--- config.mk ---
export PLATFORM = sky130hd
export DESIGN_NAME = fwd_hazard_unit
export DESIGN_NICKNAME = d
export VERILOG_FILES = /design/src/rtl/fwd_hazard_unit.sv
export SDC_FILE = /design/constraint.sdc
export NUM_CORES = 1
export LEC_CHECK = 0
export CORE_MARGIN = 2
export CORE_UTILIZATION = 45
export CTS_CLUSTER_SIZE = 12
export DETAILED_ROUTE_END_ITERATION = 7
export DONT_BUFFER_PORTS = 1
export PLACE_DENSITY = 0.69
export SLEW_MARGIN = 20
export SYNTH_ARGS = -nofsm -noshare
export SYNTH_HDL_FRONTEND = slang
export SYNTH_SLANG_ARGS = --single-unit
export TNS_END_PERCENT = 1
--- constraint.sdc ---
create_clock -name clk -period 1.7 [get_ports clk]
set_input_delay 0.425 -clock clk [delete_from_list [all_inputs] [get_ports clk]]
set_output_delay 0.425 -clock clk [all_outputs]
set_load 0.05 [all_outputs]
--- src/rtl/fwd_hazard_unit.sv ---
// fwd_hazard_unit: operand-forwarding selects and load-use stall for the
// pipelined MIPS core. Shadows the EX/MEM/WB destination tags internally,
// fed from the ID-stage decode, so the datapath does not feed rd/RegWrite
// back into this block.
// Optional build macro FWD_WB2_EN adds a WB2 tag slot and forward code 2'b11,
// which forwards from the register-file write-back latch. Use it for a
// register file that lacks write-before-read.
module fwd_hazard_unit #(
  parameter int REG_AW  = 3,
  parameter int NUM_SRC = 2
) (
  input  logic                        clk,
  input  logic                        rst_n,
  input  logic                        id_valid,
  input  logic [NUM_SRC*REG_AW-1:0]   id_src,
  input  logic [NUM_SRC-1:0]          id_src_used,
  input  logic [REG_AW-1:0]           id_rd,
  input  logic                        id_reg_write,
  input  logic                        id_mem_read,
  input  logic                        flush,
  input  logic                        ext_stall,
  output logic                        stall_id,
  output logic                        ex_valid,
  output logic [NUM_SRC*2-1:0]        fwd_sel
);

  // Control bits of each slot. Reset clears these.
  logic                      ex_v_q,   ex_v_d;
  logic                      ex_rw_q,  ex_rw_d;
  logic                      ex_ld_q,  ex_ld_d;
  logic                      mem_v_q,  mem_v_d;
  logic                      mem_rw_q, mem_rw_d;
  logic                      mem_ld_q, mem_ld_d;
  logic                      wb_v_q,   wb_v_d;
  logic                      wb_rw_q,  wb_rw_d;
  // Tag/data bits of each slot. These are only meaningful while v is set.
  logic [NUM_SRC*REG_AW-1:0] ex_src_q,  ex_src_d;
  logic [NUM_SRC-1:0]        ex_used_q, ex_used_d;
  logic [REG_AW-1:0]         ex_rd_q,   ex_rd_d;
  logic [REG_AW-1:0]         mem_rd_q,  mem_rd_d;
  logic [REG_AW-1:0]         wb_rd_q,   wb_rd_d;
`ifdef FWD_WB2_EN
  logic                      wb2_v_q,  wb2_v_d;
  logic                      wb2_rw_q, wb2_rw_d;
  logic [REG_AW-1:0]         wb2_rd_q, wb2_rd_d;
`endif

  logic ex_take;
  logic src_hit;

  // Load-use detection: a load in EX whose destination is read by the ID instruction.
  always_comb begin
    src_hit = 1'b0;
    for (int i = 0; i < NUM_SRC; i++) begin
      if (id_src_used[i] && (id_src[i*REG_AW +: REG_AW] == ex_rd_q)) src_hit = 1'b1;
    end
    stall_id = id_valid & ex_v_q & ex_ld_q & ex_rw_q & (ex_rd_q != '0) & src_hit;
  end

  // Per-source forward select for the EX instruction. The youngest producer wins.
  // A load sitting in MEM is never a forward source; stall_id keeps that case from arising.
  always_comb begin
    fwd_sel = '0;
    for (int i = 0; i < NUM_SRC; i++) begin
      if (ex_v_q && ex_used_q[i]) begin
        if (mem_v_q && mem_rw_q && (mem_rd_q != '0) && !mem_ld_q &&
            (mem_rd_q == ex_src_q[i*REG_AW +: REG_AW]))
          fwd_sel[2*i +: 2] = 2'b01;
        else if (wb_v_q && wb_rw_q && (wb_rd_q != '0) &&
                 (wb_rd_q == ex_src_q[i*REG_AW +: REG_AW]))
          fwd_sel[2*i +: 2] = 2'b10;
`ifdef FWD_WB2_EN
        else if (wb2_v_q && wb2_rw_q && (wb2_rd_q != '0) &&
                 (wb2_rd_q == ex_src_q[i*REG_AW +: REG_AW]))
          fwd_sel[2*i +: 2] = 2'b11;
`endif
      end
    end
  end

  assign ex_valid = ex_v_q;

  // Slot advance. ext_stall freezes every slot. A stalled or flushed ID instruction enters EX as a bubble.
  always_comb begin
    ex_take   = id_valid & ~stall_id & ~flush;
    ex_v_d    = ex_v_q;    ex_rw_d  = ex_rw_q;  ex_ld_d  = ex_ld_q;
    ex_src_d  = ex_src_q;  ex_used_d = ex_used_q; ex_rd_d = ex_rd_q;
    mem_v_d   = mem_v_q;   mem_rw_d = mem_rw_q; mem_ld_d = mem_ld_q; mem_rd_d = mem_rd_q;
    wb_v_d    = wb_v_q;    wb_rw_d  = wb_rw_q;  wb_rd_d  = wb_rd_q;
`ifdef FWD_WB2_EN
    wb2_v_d   = wb2_v_q;   wb2_rw_d = wb2_rw_q; wb2_rd_d = wb2_rd_q;
`endif
    if (!ext_stall) begin
`ifdef FWD_WB2_EN
      wb2_v_d  = wb_v_q;   wb2_rw_d = wb_rw_q;  wb2_rd_d = wb_rd_q;
`endif
      wb_v_d    = mem_v_q;  wb_rw_d  = mem_rw_q; wb_rd_d  = mem_rd_q;
      mem_v_d   = ex_v_q;   mem_rw_d = ex_rw_q;  mem_ld_d = ex_ld_q;  mem_rd_d = ex_rd_q;
      ex_v_d    = ex_take;
      ex_rw_d   = ex_take & id_reg_write;
      ex_ld_d   = ex_take & id_mem_read;
      ex_src_d  = id_src;
      ex_used_d = id_src_used;
      ex_rd_d   = id_rd;
    end
  end

  // Control flops. An asynchronous reset discards every in-flight tag.
  always_ff @(posedge clk or negedge rst_n) begin
    if (!rst_n) begin
      ex_v_q  <= 1'b0; ex_rw_q  <= 1'b0; ex_ld_q  <= 1'b0;
      mem_v_q <= 1'b0; mem_rw_q <= 1'b0; mem_ld_q <= 1'b0;
      wb_v_q  <= 1'b0; wb_rw_q  <= 1'b0;
`ifdef FWD_WB2_EN
      wb2_v_q <= 1'b0; wb2_rw_q <= 1'b0;
`endif
    end else begin
      ex_v_q  <= ex_v_d;  ex_rw_q  <= ex_rw_d;  ex_ld_q  <= ex_ld_d;
      mem_v_q <= mem_v_d; mem_rw_q <= mem_rw_d; mem_ld_q <= mem_ld_d;
      wb_v_q  <= wb_v_d;  wb_rw_q  <= wb_rw_d;
`ifdef FWD_WB2_EN
      wb2_v_q <= wb2_v_d; wb2_rw_q <= wb2_rw_d;
`endif
    end
  end

  // Tag flops. They are qualified by the valid bits, so they need no reset.
  always_ff @(posedge clk) begin
    ex_src_q  <= ex_src_d;
    ex_used_q <= ex_used_d;
    ex_rd_q   <= ex_rd_d;
    mem_rd_q  <= mem_rd_d;
    wb_rd_q   <= wb_rd_d;
`ifdef FWD_WB2_EN
    wb2_rd_q  <= wb2_rd_d;
`endif
  end

endmodule
; After elaboration in Yosys (flattened, before gate mapping)
; Cells that the tools add are included.
[word_totals]
latchBits = 0
regBits = 25
romBits = 0
elab_cells = 55
in_bits = 18
ramBits = 0
memories = 0
out_inout_bits = 6
[op_classes]
order_cmp = 0
n_mux = 8
n_reduce_logical = 17
n_eq_ne = 6
div_mod_pow = 0
n_shift = 0
bitwise_logic = 11
n_mul = 0
n_addsub = 0
[ops]
columns = cell, count
row1 = equality test 3 bit, 6
row2 = logical AND 1 bit, 13
row3 = two-way mux 2 bit, 6
row4 = bitwise AND 1 bit, 9
row5 = nonzero test 3 bit, 3
row6 = two-way mux 1 bit, 2
row7 = NOT 1 bit, 2
row8 = logical NOT 1 bit, 1

; Depth between registers and ports, before layout
[logic_depth]
word_depth = 9
mapped_depth = 5
ltp_nobuf = 4

; Least setup slack after synthesis
; Ideal clock, no wire load.
[synth_timing]
path_type = reg2out
start = register ex_v_q, in the netlist ex_valid
end = output port stall_id
stages_incl_launch_ff = 3
n_path_buf = 0
arrival_time_ps = 1667
path_slack_ps = -392
required_time_ps = 1275
path_cell_list = dfrtp_1 > nand4_1 > a211oi_2
[synth_between]
elab_chain_len = 5
[synth_rtl]
columns = element, line
row1 = "start, declared", 28  ; logic ex_v_q, ex_v_d;
row2 = "start signal, assigned", 118  ; ex_v_q <= ex_v_d; ex_rw_q <= ex_rw_d; ex_ld_q <= ex_ld_d;
row3 = bitwise AND 1 bit (5 in series), 57  ; stall_id = id_valid & ex_v_q & ex_ld_q & ex_rw_q & (ex_rd_q != '0) & src_hit;
row4 = "end, declared", 22  ; output logic stall_id,
; No other way between the ends.

; Final worst setup path
[layout_timing]
start = register ex_rd_q[1]
end = output port stall_id
[layout_between]
elab_chain_len = 5
elab_cells_between_ends = 9
cone_classes = eq/ne: 2 / mux: 2 / bitwise: 2 / reduce/logical: 3
[layout_rtl]
columns = element, line
row1 = "start, declared", 39  ; logic [REG_AW-1:0] ex_rd_q, ex_rd_d;
row2 = "start signal, assigned", 131  ; ex_rd_q <= ex_rd_d;
row3 = equality test 3 bit, 55  ; if (id_src_used[i] && (id_src[i*REG_AW +: REG_AW] == ex_rd_q)) src_hit = 1'b1;
row4 = logical AND 1 bit, 55
row5 = two-way mux 1 bit (2 in series), 55
row6 = bitwise AND 1 bit (*), 57
; Mark *: on every way between the ends. The rest lies on a longest branch, timed or not.

==> metrics <==
all-layer global routing usage 0.148; Clock Path Buffers 2; Hold Crit Class primary input to flop; Synthesis Warnings 0; max frequency 0.492 GHz; worst path required time 1.27 ns; WL met3 73 µm; # fillers 199; initial DRC count 6; Via density 5.33; Post-synth ARST share 0.320; # port buffers 0; crit path DAT 1.61 ns; Syn Nets 98; critical-path cell list xnor2_1 -> nand4_1 -> a211oi_4 -> buf_12; Clock transition at path regs 0.12 ns; # IOs 24; relative slew slack 0.748; sequential area share after synthesis 0.650; mapped cell area 0.00109 mm²; CP Class flop to output pin; crit path launch type flop; layout cell share with drive strength beyond 1 0.276; WL final 1840 µm; Synth cell types 17; min cycle time layout 2.03 ns; number of global-route vias before repair 699; period utilization 1.19; status finished with violations; LEAKAGE 0.492 nW; DR WL met2 1010 µm; setup TNS -1.33 ns; RSZ-0062 raised after global routing yes; # setup viols final 5; Max stage delay cell, worst path edfxtp_1; CTS H-tree depth 1; crit-path max FO 4; fin. max-slew vios 0; clk sinks 25; initial antenna violation count 0; final RePlAce weighted congestion 0.750; worst-margin pin slew 0.375 ns; number of flops mapped to enable cells by yosys 17; Core Region 0.00225 mm²; Multi-input gate area 395 µm²; diode count 0; PwrDens 841 mW/mm²; Clock Latency Late Sink 0.30 ns; first-pass GRT wire length 2950 µm; Synth Register Bits 25; top routing layer used met4; Die X 53.3 µm; final core occ 0.589; remaining antenna violation count 0; Gate Count Post-Synth 80; Pre-Repair DR Iteration Count 4; Peak VDD IR 617 µV; Main synth FF type edfxtp_1; non-filler cells, final 126; DP Cell Count 118; CTS Buf Count 3; register cell area after layout 711 µm²; CP max stage delay 0.47 ns; initial core utilization 0.485; # nets final 117; drt wl/cell 14.6 µm; DRC 0; total of max-cap violations 0; Clock Skew 0.00310 ns; CTS tree done; Vert. Die Dim 53.3 µm; Met1 Wirelength 745 µm; failing checks setup timing; largest net degree at the start of global routing 18; setup slack after layout -0.331 ns; Avg Inst Size Synth 13.7 µm²; P&R area growth vs syn 21.4%; Die ar. 0.00284 mm²; # rows 17; vias 671; grt total ovfl 0; Root Buffer Master clkbuf_4; Worst Setup End Kind output pin; Hold Violations, Final 0
-- where the power goes --
group | internal (mW) | total (mW) | switching [mW]
registers | 0.704 | 0.743 | 0.0383
logic | 0.0701 | 0.127 | 0.0565
clock network | 0.0912 | 0.247 | 0.156
total | 0.866 | 1.12 | 0.251
-- worst paths after layout --
kind                          endpoint  cells after the start        from  slack, ns
min in group asynchronous      mem_v_q                      1       rst_n       0.45
max in group asynchronous       wb_v_q                      1       rst_n       0.99
hold / removal             ex_src_q[4]                      0   id_src[4]       0.21
setup reg to reg               ex_ld_q                      5  ex_rd_q[1]       0.22
setup / recovery              stall_id                      4  ex_rd_q[1]      -0.33
hold reg to reg                wb_rw_q                      1     wb_rw_q       0.53
-- layout make-up --
cell class                      instances  share of cell area
Sequential cell                        25               0.535
Timing Repair Buffer                   15               0.118
Multi-Input combinational cell         53               0.298
Clock buffer                            4              0.0198
Inverter                                1             0.00283
Tap cell                               28              0.0264
-- synthesized netlist by cell type, types with 2 or more instances --
cell type	instances	area, µm²
edfxtp_1	17	510
xnor2_1	12	105
nand2_1	9	33.8
dfrtp_1	8	200
xor2_1	6	52.6
mux2_2	5	56.3
nand4_1	5	31.3
nor2_1	3	11.3
nor3_1	3	15.0
o21ai_1	3	15.0
and3_1	2	12.5
nor4_1	2	12.5
-- cell families (layout without fill, tap and decap cells) --
family,count (synthesis),in the layout,share of synthesized area
flip-flops,25,25,0.650
AO/OA/AOI/OAI,5,5,0.0343
XOR/XNOR,18,18,0.144
multiplexers,5,5,0.0515
AND/OR/NAND/NOR,25,25,0.112
buffers and inverters,2,20,0.00800
-- worst max-delay path, delay by kind of cell (launching register included) --
kind	cells	cell delay, ns
simple gates	1	0.16
flops	1	0.47
buf+inv	1	0.18
compound gates	1	0.30
xor+xnor	1	0.20
-- layer usage --
metal,vias up,GRT usage
met5,-,0
met4,0,0.0641
met3,2,0.0254
met2,19,0.265
met1,323,0.172
li1,327,-
-- registers in the layout, summed over array words and instances, names as in the netlist, 2 cells and up --
signal     flops
ex_rd_q        3
ex_used_q      2
mem_rd_q       3
wb_rd_q        3
ex_src_q       6
-- stage by stage --
stage | area (µm²) | worst slack [ns] | total power, mW | hold slack, ns
2_1_floorplan | 1110 | -0.185 | 0.835 | 0.129
3_3_place_gp | 1260 | 0.0343 | 0.865 | 0.130
3_5_place_dp | 1260 | -0.00731 | 0.871 | 0.130
4_1_cts | 1310 | -0.337 | 1.12 | 0.203
5_1_grt | 1330 | -0.436 | 1.17 | 0.184
6_report | 1330 | -0.331 | 1.12 | 0.210
-- what timing repair did --
| item | in CTS | in global routing |
|---|---|---|
| hold buffers | 1 | 0 |
| gates cloned | 0 | 0 |
| pin swaps | 10 | 2 |
| setup buffers | 1 | 2 |
| hold endpoints to repair | 8 | 0 |
| endpoints found under the setup margin | 5 | 5 |
| gates resized for setup | 2 | 1 |
-- layout by cell type (no fill, tap or decap), types with 2 or more instances in the layout --
master	instances
nor3_1	2
clkbuf_4	3
nor4_1	2
nor2_1	2
buf_12	3
edfxtp_1	17
nand4_1	5
buf_4	10
o21ai_1	3
xor2_1	6
xnor2_1	12
nand2_1	9
dfrtp_1	8
mux2_2	5
No activity file was read; power rests on OpenSTA's default activity.
